[src/rtl/sqrt_pkg.sv]
// Shared constants for squareroot_stream: octave-based piecewise-linear sqrt
// coefficients in Q2.COEF_FRAC and the signed floor-halving helper.
package sqrt_pkg;

  localparam int unsigned COEF_FRAC = 16;
  localparam int unsigned T_W       = COEF_FRAC + 2;
  localparam int unsigned EW        = 8;

  typedef logic [T_W-1:0]       coef_a_t;
  typedef logic [COEF_FRAC-1:0] coef_b_t;

  // Even octave: sqrt over [1,2) ~ 1 + (sqrt2-1)*m; odd octave: sqrt2 + (2-sqrt2)*m.
  localparam coef_a_t A_EVEN = T_W'(65536);
  localparam coef_b_t B_EVEN = COEF_FRAC'(27146);
  localparam coef_a_t A_ODD  = T_W'(92682);
  localparam coef_b_t B_ODD  = COEF_FRAC'(38390);

  function automatic int floor_half(input int k);
    return k >>> 1;
  endfunction

endpackage

[src/rtl/lead_one_enc.sv]
// Priority encoder: index of the most significant set bit of vec_i, plus an
// all-zero flag (pos_o is 0 when zero_o is set).
module lead_one_enc #(
  parameter int unsigned W  = 15,
  parameter int unsigned PW = $clog2(W)
) (
  input  logic [W-1:0]  vec_i,
  output logic [PW-1:0] pos_o,
  output logic          zero_o
);

  always_comb begin
    pos_o = '0;
    for (int unsigned i = 0; i < W; i++) begin
      if (vec_i[i]) pos_o = PW'(i);
    end
    zero_o = (vec_i == '0);
  end

endmodule

[src/rtl/squareroot_stream.sv]
// 3-stage piecewise-linear square root with valid/ready stream, channel tag and
// negative-input flag. Define SQRT_ERR_CNT_EN to add the saturating err_count port.
module squareroot_stream
  import sqrt_pkg::*;
#(
  parameter int unsigned BITSIZE   = 16,
  parameter int unsigned FRAC_BITS = 11,
  parameter int unsigned CH_W      = 2
) (
  input  logic               clk,
  input  logic               reset,
  input  logic               in_valid,
  output logic               in_ready,
  input  logic [BITSIZE-1:0] in_data,
  input  logic [CH_W-1:0]    in_ch,
  output logic               out_valid,
  input  logic               out_ready,
  output logic [BITSIZE-1:0] out_data,
  output logic [CH_W-1:0]    out_ch,
  output logic               out_err
`ifdef SQRT_ERR_CNT_EN
  ,
  output logic [15:0]        err_count
`endif
);

  localparam int unsigned PW  = $clog2(BITSIZE - 1);
  localparam int unsigned MW  = BITSIZE - 2;
  localparam int unsigned PRW = COEF_FRAC + MW;
  localparam int unsigned WW  = T_W + BITSIZE + 2;
  localparam logic [BITSIZE-1:0] MAX_POS = {1'b0, {(BITSIZE-1){1'b1}}};

  logic adv;

  logic               s1_valid_q;
  logic [BITSIZE-2:0] s1_x_q;
  logic [CH_W-1:0]    s1_ch_q;
  logic [PW-1:0]      s1_p_q;
  logic               s1_zero_q;
  logic               s1_neg_q;

  logic               s2_valid_q;
  logic [CH_W-1:0]    s2_ch_q;
  logic               s2_neg_q;
  logic               s2_zero_q;
  logic [T_W-1:0]     s2_t_q, s2_t_d;
  logic [EW-1:0]      s2_e_q, s2_e_d;

  logic               out_valid_q;
  logic [BITSIZE-1:0] out_data_q;
  logic [CH_W-1:0]    out_ch_q;
  logic               out_err_q;

  // Whole pipe moves in lockstep; only a held result blocks it.
  assign adv       = out_ready | ~out_valid_q;
  assign in_ready  = adv;
  assign out_valid = out_valid_q;
  assign out_data  = out_data_q;
  assign out_ch    = out_ch_q;
  assign out_err   = out_err_q;

  logic [PW-1:0] lo_pos;
  logic          lo_zero;

  lead_one_enc #(
    .W  (BITSIZE - 1),
    .PW (PW)
  ) u_lead_one (
    .vec_i  (in_data[BITSIZE-2:0]),
    .pos_o  (lo_pos),
    .zero_o (lo_zero)
  );

  logic signed [31:0] s2_k;
  logic [PW-1:0]      s2_shamt;
  logic [MW-1:0]      s2_mant;
  logic [PRW-1:0]     s2_prod;
  coef_a_t            s2_coef_a;
  coef_b_t            s2_coef_b;

  always_comb begin
    s2_k     = 32'(s1_p_q) - 32'(FRAC_BITS);
    // Shifting the leading one up to bit MW leaves the mantissa in Q0.MW.
    s2_shamt = PW'(MW) - s1_p_q;
    s2_mant  = MW'(s1_x_q << s2_shamt);
    if (s2_k[0]) begin
      s2_coef_a = A_ODD;
      s2_coef_b = B_ODD;
    end else begin
      s2_coef_a = A_EVEN;
      s2_coef_b = B_EVEN;
    end
    s2_prod = PRW'(s2_coef_b) * PRW'(s2_mant);
    s2_t_d  = s2_coef_a + T_W'(s2_prod >> MW);
    s2_e_d  = EW'(floor_half(s2_k));
  end

  logic [31:0]        s3_sh;
  logic [31:0]        s3_rsh;
  logic [WW-1:0]      s3_wide;
  logic [BITSIZE-1:0] s3_y;

  always_comb begin
    s3_sh  = {{(32-EW){s2_e_q[EW-1]}}, s2_e_q} + 32'(FRAC_BITS) - 32'(COEF_FRAC);
    s3_rsh = '0 - s3_sh;
    if (!s3_sh[31]) begin
      s3_wide = WW'(s2_t_q) << s3_sh;
    end else begin
      s3_wide = (WW'(s2_t_q) + (WW'(1) << (s3_rsh - 32'd1))) >> s3_rsh;
    end
    if (s3_wide > WW'(MAX_POS)) s3_y = MAX_POS;
    else                        s3_y = s3_wide[BITSIZE-1:0];
    if (!s2_valid_q || s2_neg_q || s2_zero_q) s3_y = '0;
  end

  always_ff @(posedge clk) begin
    if (!reset) begin
      s1_valid_q  <= 1'b0;
      s1_x_q      <= '0;
      s1_ch_q     <= '0;
      s1_p_q      <= '0;
      s1_zero_q   <= 1'b0;
      s1_neg_q    <= 1'b0;
      s2_valid_q  <= 1'b0;
      s2_ch_q     <= '0;
      s2_neg_q    <= 1'b0;
      s2_zero_q   <= 1'b0;
      s2_t_q      <= '0;
      s2_e_q      <= '0;
      out_valid_q <= 1'b0;
      out_data_q  <= '0;
      out_ch_q    <= '0;
      out_err_q   <= 1'b0;
    end else if (adv) begin
      s1_valid_q  <= in_valid;
      s1_x_q      <= in_data[BITSIZE-2:0];
      s1_ch_q     <= in_ch;
      s1_p_q      <= lo_pos;
      s1_zero_q   <= lo_zero & ~in_data[BITSIZE-1];
      s1_neg_q    <= in_data[BITSIZE-1];
      s2_valid_q  <= s1_valid_q;
      s2_ch_q     <= s1_ch_q;
      s2_neg_q    <= s1_neg_q;
      s2_zero_q   <= s1_zero_q;
      s2_t_q      <= s2_t_d;
      s2_e_q      <= s2_e_d;
      out_valid_q <= s2_valid_q;
      out_data_q  <= s3_y;
      out_ch_q    <= s2_valid_q ? s2_ch_q : '0;
      out_err_q   <= s2_valid_q & s2_neg_q;
    end
  end

`ifdef SQRT_ERR_CNT_EN
  logic [15:0] err_cnt_q, err_cnt_d;

  always_comb begin
    err_cnt_d = err_cnt_q;
    if (out_valid_q && out_ready && out_err_q && (err_cnt_q != '1)) begin
      err_cnt_d = err_cnt_q + 16'd1;
    end
  end

  always_ff @(posedge clk) begin
    if (!reset) err_cnt_q <= '0;
    else        err_cnt_q <= err_cnt_d;
  end

  assign err_count = err_cnt_q;
`endif

endmodule

[config.mk]
export PLATFORM = sky130hd
export DESIGN_NAME = squareroot_stream
export DESIGN_NICKNAME = d
export VERILOG_FILES = /design/src/rtl/sqrt_pkg.sv /design/src/rtl/lead_one_enc.sv /design/src/rtl/squareroot_stream.sv
export SDC_FILE = /design/constraint.sdc
export NUM_CORES = 1
export LEC_CHECK = 0
export CORE_ASPECT_RATIO = 0.7
export CORE_UTILIZATION = 50
export DETAILED_ROUTE_END_ITERATION = 12
export GPL_TIMING_DRIVEN = 0
export PLACE_DENSITY = 0.67
export SLEW_MARGIN = 25
export SYNTH_ARGS = -nofsm -noshare
export SYNTH_HDL_FRONTEND = slang
export SYNTH_SLANG_ARGS = --single-unit
[constraint.sdc]
create_clock -name clk -period 9.7 [get_ports clk]
set_input_delay 1.455 -clock clk [delete_from_list [all_inputs] [get_ports clk]]
set_output_delay 1.455 -clock clk [all_outputs]
set_load 0.005 [all_outputs]
[After elaboration in Yosys (flattened, before gate mapping)]
Cells that the tools add are included.
Storage, ports and cells
  output and inout port bits: 21
  bits of input ports: 22
  bits in registers: 71
  word-level logic and storage cells: 59
Operators by class
  multipliers: 1
  bitwise logic cells: 5
  add/subtract/negate cells: 8
  shift-type cells: 4
  muxes and demuxes: 20
  reduce and logical (&&, ||, !) cells: 4
  $lt $le $gt $ge: 1
Operator list (count)
  $mux W16: 3
  $add A18 B36 Y36: 1
  $gt A36 B15 Y1 const B: 1
  $mux W36: 1
  $shl A1 B32 Y36 const A: 1
  $shl A18 B32 Y36: 1
  $shr A36 B32 Y36: 1
  $mul A16 B14 Y30: 1
  $mux W4: 7
  $add A17 B16 Y18: 1
  $logic_not A15 Y1: 1
  $mux W15: 1
  $shl A15 B4 Y14: 1
  $mux W3: 4
  $sub A8 B2 Y9 const B: 1
  $sub A1 B7 Y8 const A: 1
  $sub A6 B6 Y7 const B: 1
  $add A4 B5 Y6 const B: 1
  $mux W2: 3
  $sub A4 B4 Y5 const B: 1
  $sub A4 B4 Y4 const A: 1
  $and A1 B1 Y1: 2
  $logic_or A1 B1 Y1: 2
  $not A1 Y1: 2
  3 further kinds: 3

[Logic depth before layout (Yosys ltp)]
Gate-level depths: netlist of the first run.
  depth in word-level cells: 14
  depth in mapped cells: 39
  mapped depth without buffers: 38

[Hierarchy]
A second synthesis of the first run with hierarchy kept.
Second synthesis, totals
  cells, all modules: 1450
  area, all modules: 11786.3 um^2
By module, submodules not included
  squareroot_stream: sequential area each 1401.3 um^2, area each 11629.9 um^2, instances 1, cells each 1423
  lead_one_enc: sequential area each 0.0 um^2, area each 156.4 um^2, instances 1, cells each 27

[Worst setup path after synthesis of the first run]
OpenSTA, ideal clock, no wires.
  path type: flip-flop to flip-flop
  start point: register s1_p_q[0]
  end point: register s2_t_q[14]
  required time: 9.631 ns
  path buffers: 2
  period minus slack after synthesis: 8.423 ns
  stages on the path, launching flop included: 36
  arrival: 8.354 ns
  setup slack: 1.277 ns
  setup time: 0.069 ns
  path through: dfxtp_1 > ha_1 > buf_4 > buf_1 > mux2i_1 > nand2_1 > o21ai_0 > nand2b_1 > nor2_1 > fa_1 > fa_1 > fa_1 > inv_1 > fa_1 > fa_1 > inv_1 > fa_1 > ha_1 > a21oi_1 > nor2_1 > nor2_1 > nand3_1 > a21o_1 > a21o_1 > a21oi_1 > xnor2_1 > ha_1 > nand2_1 > or3_1 > o211ai_1 > nand3_1 > o41ai_2 > a31o_2 > a31oi_1 > a211o_1 > o21ai_1
On the way
  word-level cells in the longest chain between the ends: 4
  elaborated cells on any way between the ends: 7
  classes of those cells: add/sub (3); mul (1); shift (1); mux (2)
RTL lines
  from (decl): line squareroot_stream.sv:38  | logic [PW-1:0] s1_p_q;
  from (signal assigned): line squareroot_stream.sv:138  | s1_p_q <= lo_pos;
  $sub A4 B4 Y4 / $sub A4 B4 Y5 (equally long branches): line squareroot_stream.sv:84, squareroot_stream.sv:82
  $shl A15 B4 Y14 / $mux W16 (equally long branches): line squareroot_stream.sv:85, squareroot_stream.sv:86
  $mul A16 B14 Y30: line squareroot_stream.sv:93  | s2_prod = PRW'(s2_coef_b) * PRW'(s2_mant);
  $add A17 B16 Y18 (*): line squareroot_stream.sv:94  | s2_t_d = s2_coef_a + T_W'(s2_prod >> MW);
  to (signal assigned): line squareroot_stream.sv:145  | s2_t_q <= s2_t_d;
  to (decl): line squareroot_stream.sv:46  | logic [T_W-1:0] s2_t_q, s2_t_d;
Mark *: on every way between the ends. The rest lies on a longest branch, timed or not.
A chain may end at the register's enable or synchronous reset.

[Worst setup path after layout of the first run]
Ends and elaborated chain as after synthesis.

==> results of run 1 <==
-- flip-flops by register name, summed over array words and instances, names as in the netlist, 2 cells and up --
register	cells
s2_t_q	18
out_data	16
s1_x_q	14
s1_p_q	4
s2_e_q	4
out_ch	2
s1_ch_q	2
s2_ch_q	2
-- power by group through the flow --
stage               Combinational (mW)  Sequential, mW  Clock, mW
floorplan                         2.32           0.376          0
finish                            3.11           0.412      0.361
global route                      3.50           0.414      0.375
detailed placement                2.96           0.414          0
global placement                  2.94           0.415          0
CTS                               2.99           0.408      0.361
-- cells in the final DEF, fill, tap and decap left out, types with 22 or more instances in the layout --
master and count:
a21oi_1 103, clkbuf_1 57, clkdlybuf4s50_1 42, dfxtp_1 70
fa_1 115, ha_1 132, inv_1 139, mux2i_1 24
nand2_1 152, nand3_1 22, nor2_1 94, nor3_1 34
o21ai_0 59, xnor2_1 35
-- cell families after synthesis --
kind of cell | after synthesis | synth area share
multiplexers | 37 | 0.0420
AO/OA/AOI/OAI | 347 | 0.207
other | 1 | 0.000330
AND/OR/NAND/NOR | 395 | 0.162
flip-flops | 70 | 0.123
XOR/XNOR | 55 | 0.0424
adder cells (fa/ha/maj) | 248 | 0.350
buffers and inverters | 218 | 0.0738
-- worst register-to-register path: cells and delay by family (launching register included) --
family,cells,cell delay [ns]
DFF,1,0.47
and+or+nand+nor,7,1.55
buffers and inverters,5,1.14
xor gates and xnor gates,1,0.15
adders and majority gates,8,3.70
AOI/OAI and AO/OA,10,2.24
-- final timing paths --
kind | endpoint | slack (ns)
max reg2reg | s2_t_q[14] | 0.40
max | s2_t_q[14] | 0.40
min | out_ch[1] | 0.45
min reg2reg | out_ch[1] | 0.45
-- per-stage QoR --
step                      TNS, ns  utilization  instance area (um^2)
after floorplan                 0            -                 11400
after global placement     -0.281        0.554                 12200
after detailed placement   -0.685        0.555                 12200
after CTS                       0        0.570                 12500
after global routing      -0.0550        0.576                 12600
final                           0        0.576                 12600
-- per-layer routing --
metal | wire (um) | vias up | global-route usage | share of wire
met3 | 4850 | 22 | 0.124 | 0.13
met4 | 135 | 0 | 0.0262 | 0.0037
met2 | 12500 | 534 | 0.391 | 0.35
li1 | - | 4890 | - | -
met5 | 0 | - | 0 | 0
met1 | 18700 | 5098 | 0.518 | 0.52
-- layout make-up --
| cell class | instances | area share |
|---|---|---|
| inverters | 143 | 0.0425 |
| repair buffers | 47 | 0.0362 |
| multi-input cells | 1092 | 0.732 |
| clock buffers | 9 | 0.0178 |
| well taps | 282 | 0.0279 |
| flip-flops and latches | 70 | 0.111 |
| clock inverters | 7 | 0.00762 |
| plain buffers | 75 | 0.0247 |
-- timing repair --
item | 4_1_cts | 5_1_grt
setup endpoints to repair | 6 | 9
setup buffers | 0 | 4
pin swaps | 0 | 2
gates resized for setup | 6 | 28
==> metrics, run 1 <==
register area 0.00140 mm^2; Clk pwr share 0.093; Slew Limit Fails 0; die height 128 um; Switching Share 0.521; Port Buffers 42; vias in the first global route 9952; Peak Freq 108 MHz; CTS Buffer Depth 2; Synth top cells by count nand2_1, inv_1, ha_1; total stage count of the critical path 31; Rel. slew slack 0.348; cts hold-fix bufs 0; Net Switching 2.02 mW; most numerous cell in the Yosys netlist nand2_1; Syn-to-layout area delta 11.2%; CTS Sinks 70; first-pass GRT wire length 56.3 mm; Mapped Cells 1371; Hold Path Stages 2; Critical Path Max Stage Delay 0.69 ns; Post-synth EDFFs 0; peak supply drop 0.299 mV; DRT Pass-1 Iters 5; Critical Path AT 9.56 ns; final hold slack 0.452 ns; DRT Wirelength 36.2 mm; htree depth 3; Remaining DRCs 0; initial drt markers 1116; initial core utilization 0.517; placement row count 45; power per cell area 307 mW/mm^2; RD Place Congestion 0.980; Tot GR Track Use 0.319; sequential share of the synthesized area 0.123; cts bufs inserted 9; Clock Skew 0.00665 ns; FF-to-FF Start s1_p_q[0]; worst endpoint required time 9.96 ns; Worst R2R Path Depth 31; PnR worst setup slack 0.404 ns; Net count, final 1708; DP Worst Slack -0.230 ns; Die Area 0.0233 mm^2; max_cap viols 0; power share of the combinational group 0.801; total gr overflow 0; most used cell, CP fa_1; initial antenna violation count 1; Placeable Area 0.0220 mm^2; layout cell share with drive strength beyond 1 0.0651; total power 3.89 mW; Multi-input gate area 0.00926 mm^2; critical path peak fanout 15; hold path start out_ch[1]; FF+latch count, synth 70; Filler cells 2054; period utilization 0.958; post-route minimum period 9.30 ns; Synth area leaders fa_1, ha_1, dfxtp_1; worst setup path class register to register; Finished Layout Cells 1725; crit path launch s1_p_q[0]; status finished, final reports clean; worst skew pair latency 0.34 ns; final setup violation count 0; cell family with the largest share of critical-path delay adder cells; Detail Placement HPWL 30.5 mm; Inst Count DP 1705; CP bufs+invs 5; HP Class register to register; Internal 1.86 mW; largest area contributor in the netlist fa_1; Yosys top cell area share 0.204; antenna cells 0; Vias 10544; CTS tree built; P_leak 5.89 nW; Flop pwr share 0.106; synthesized area per cell 8.29 um^2; CP endpoint kind register; post-synthesis cell area 0.0114 mm^2; via/cell ratio 6.11; YS warnings 0; leading register cell type out of synthesis dfxtp_1; Worst Max-Slew Pin Slew 0.975 ns; CP startpoint kind register; Die W 182 um; post-route ant nets 0; final hold vios 0; Async SR Flop Fraction 0; largest net degree at the start of global routing 16; slowest CP cell fa_1; # IOs 43; clk root buf clkbuf_16; average wire per standard cell 21.0 um; RSZ-0062 raised after global routing yes; Unique masters post-synth 90; clock-pin slew on the worst setup and hold paths 0.06 ns
Power figures use the tool's default switching activity.
==> inputs of run 2 (changes only) <==
--- a/config.mk
+++ b/config.mk
@@ -5,8 +5,10 @@
 export SDC_FILE = /design/constraint.sdc
 export NUM_CORES = 1
 export LEC_CHECK = 0
+export ABC_CLOCK_PERIOD_IN_PS = 9700
 export CORE_ASPECT_RATIO = 0.7
 export CORE_UTILIZATION = 50
+export CTS_CLUSTER_SIZE = 25
 export DETAILED_ROUTE_END_ITERATION = 12
 export GPL_TIMING_DRIVEN = 0
 export PLACE_DENSITY = 0.67
==> results of run 2 <==
No change in the layout: final DEF, timing and power equal those of run 1.
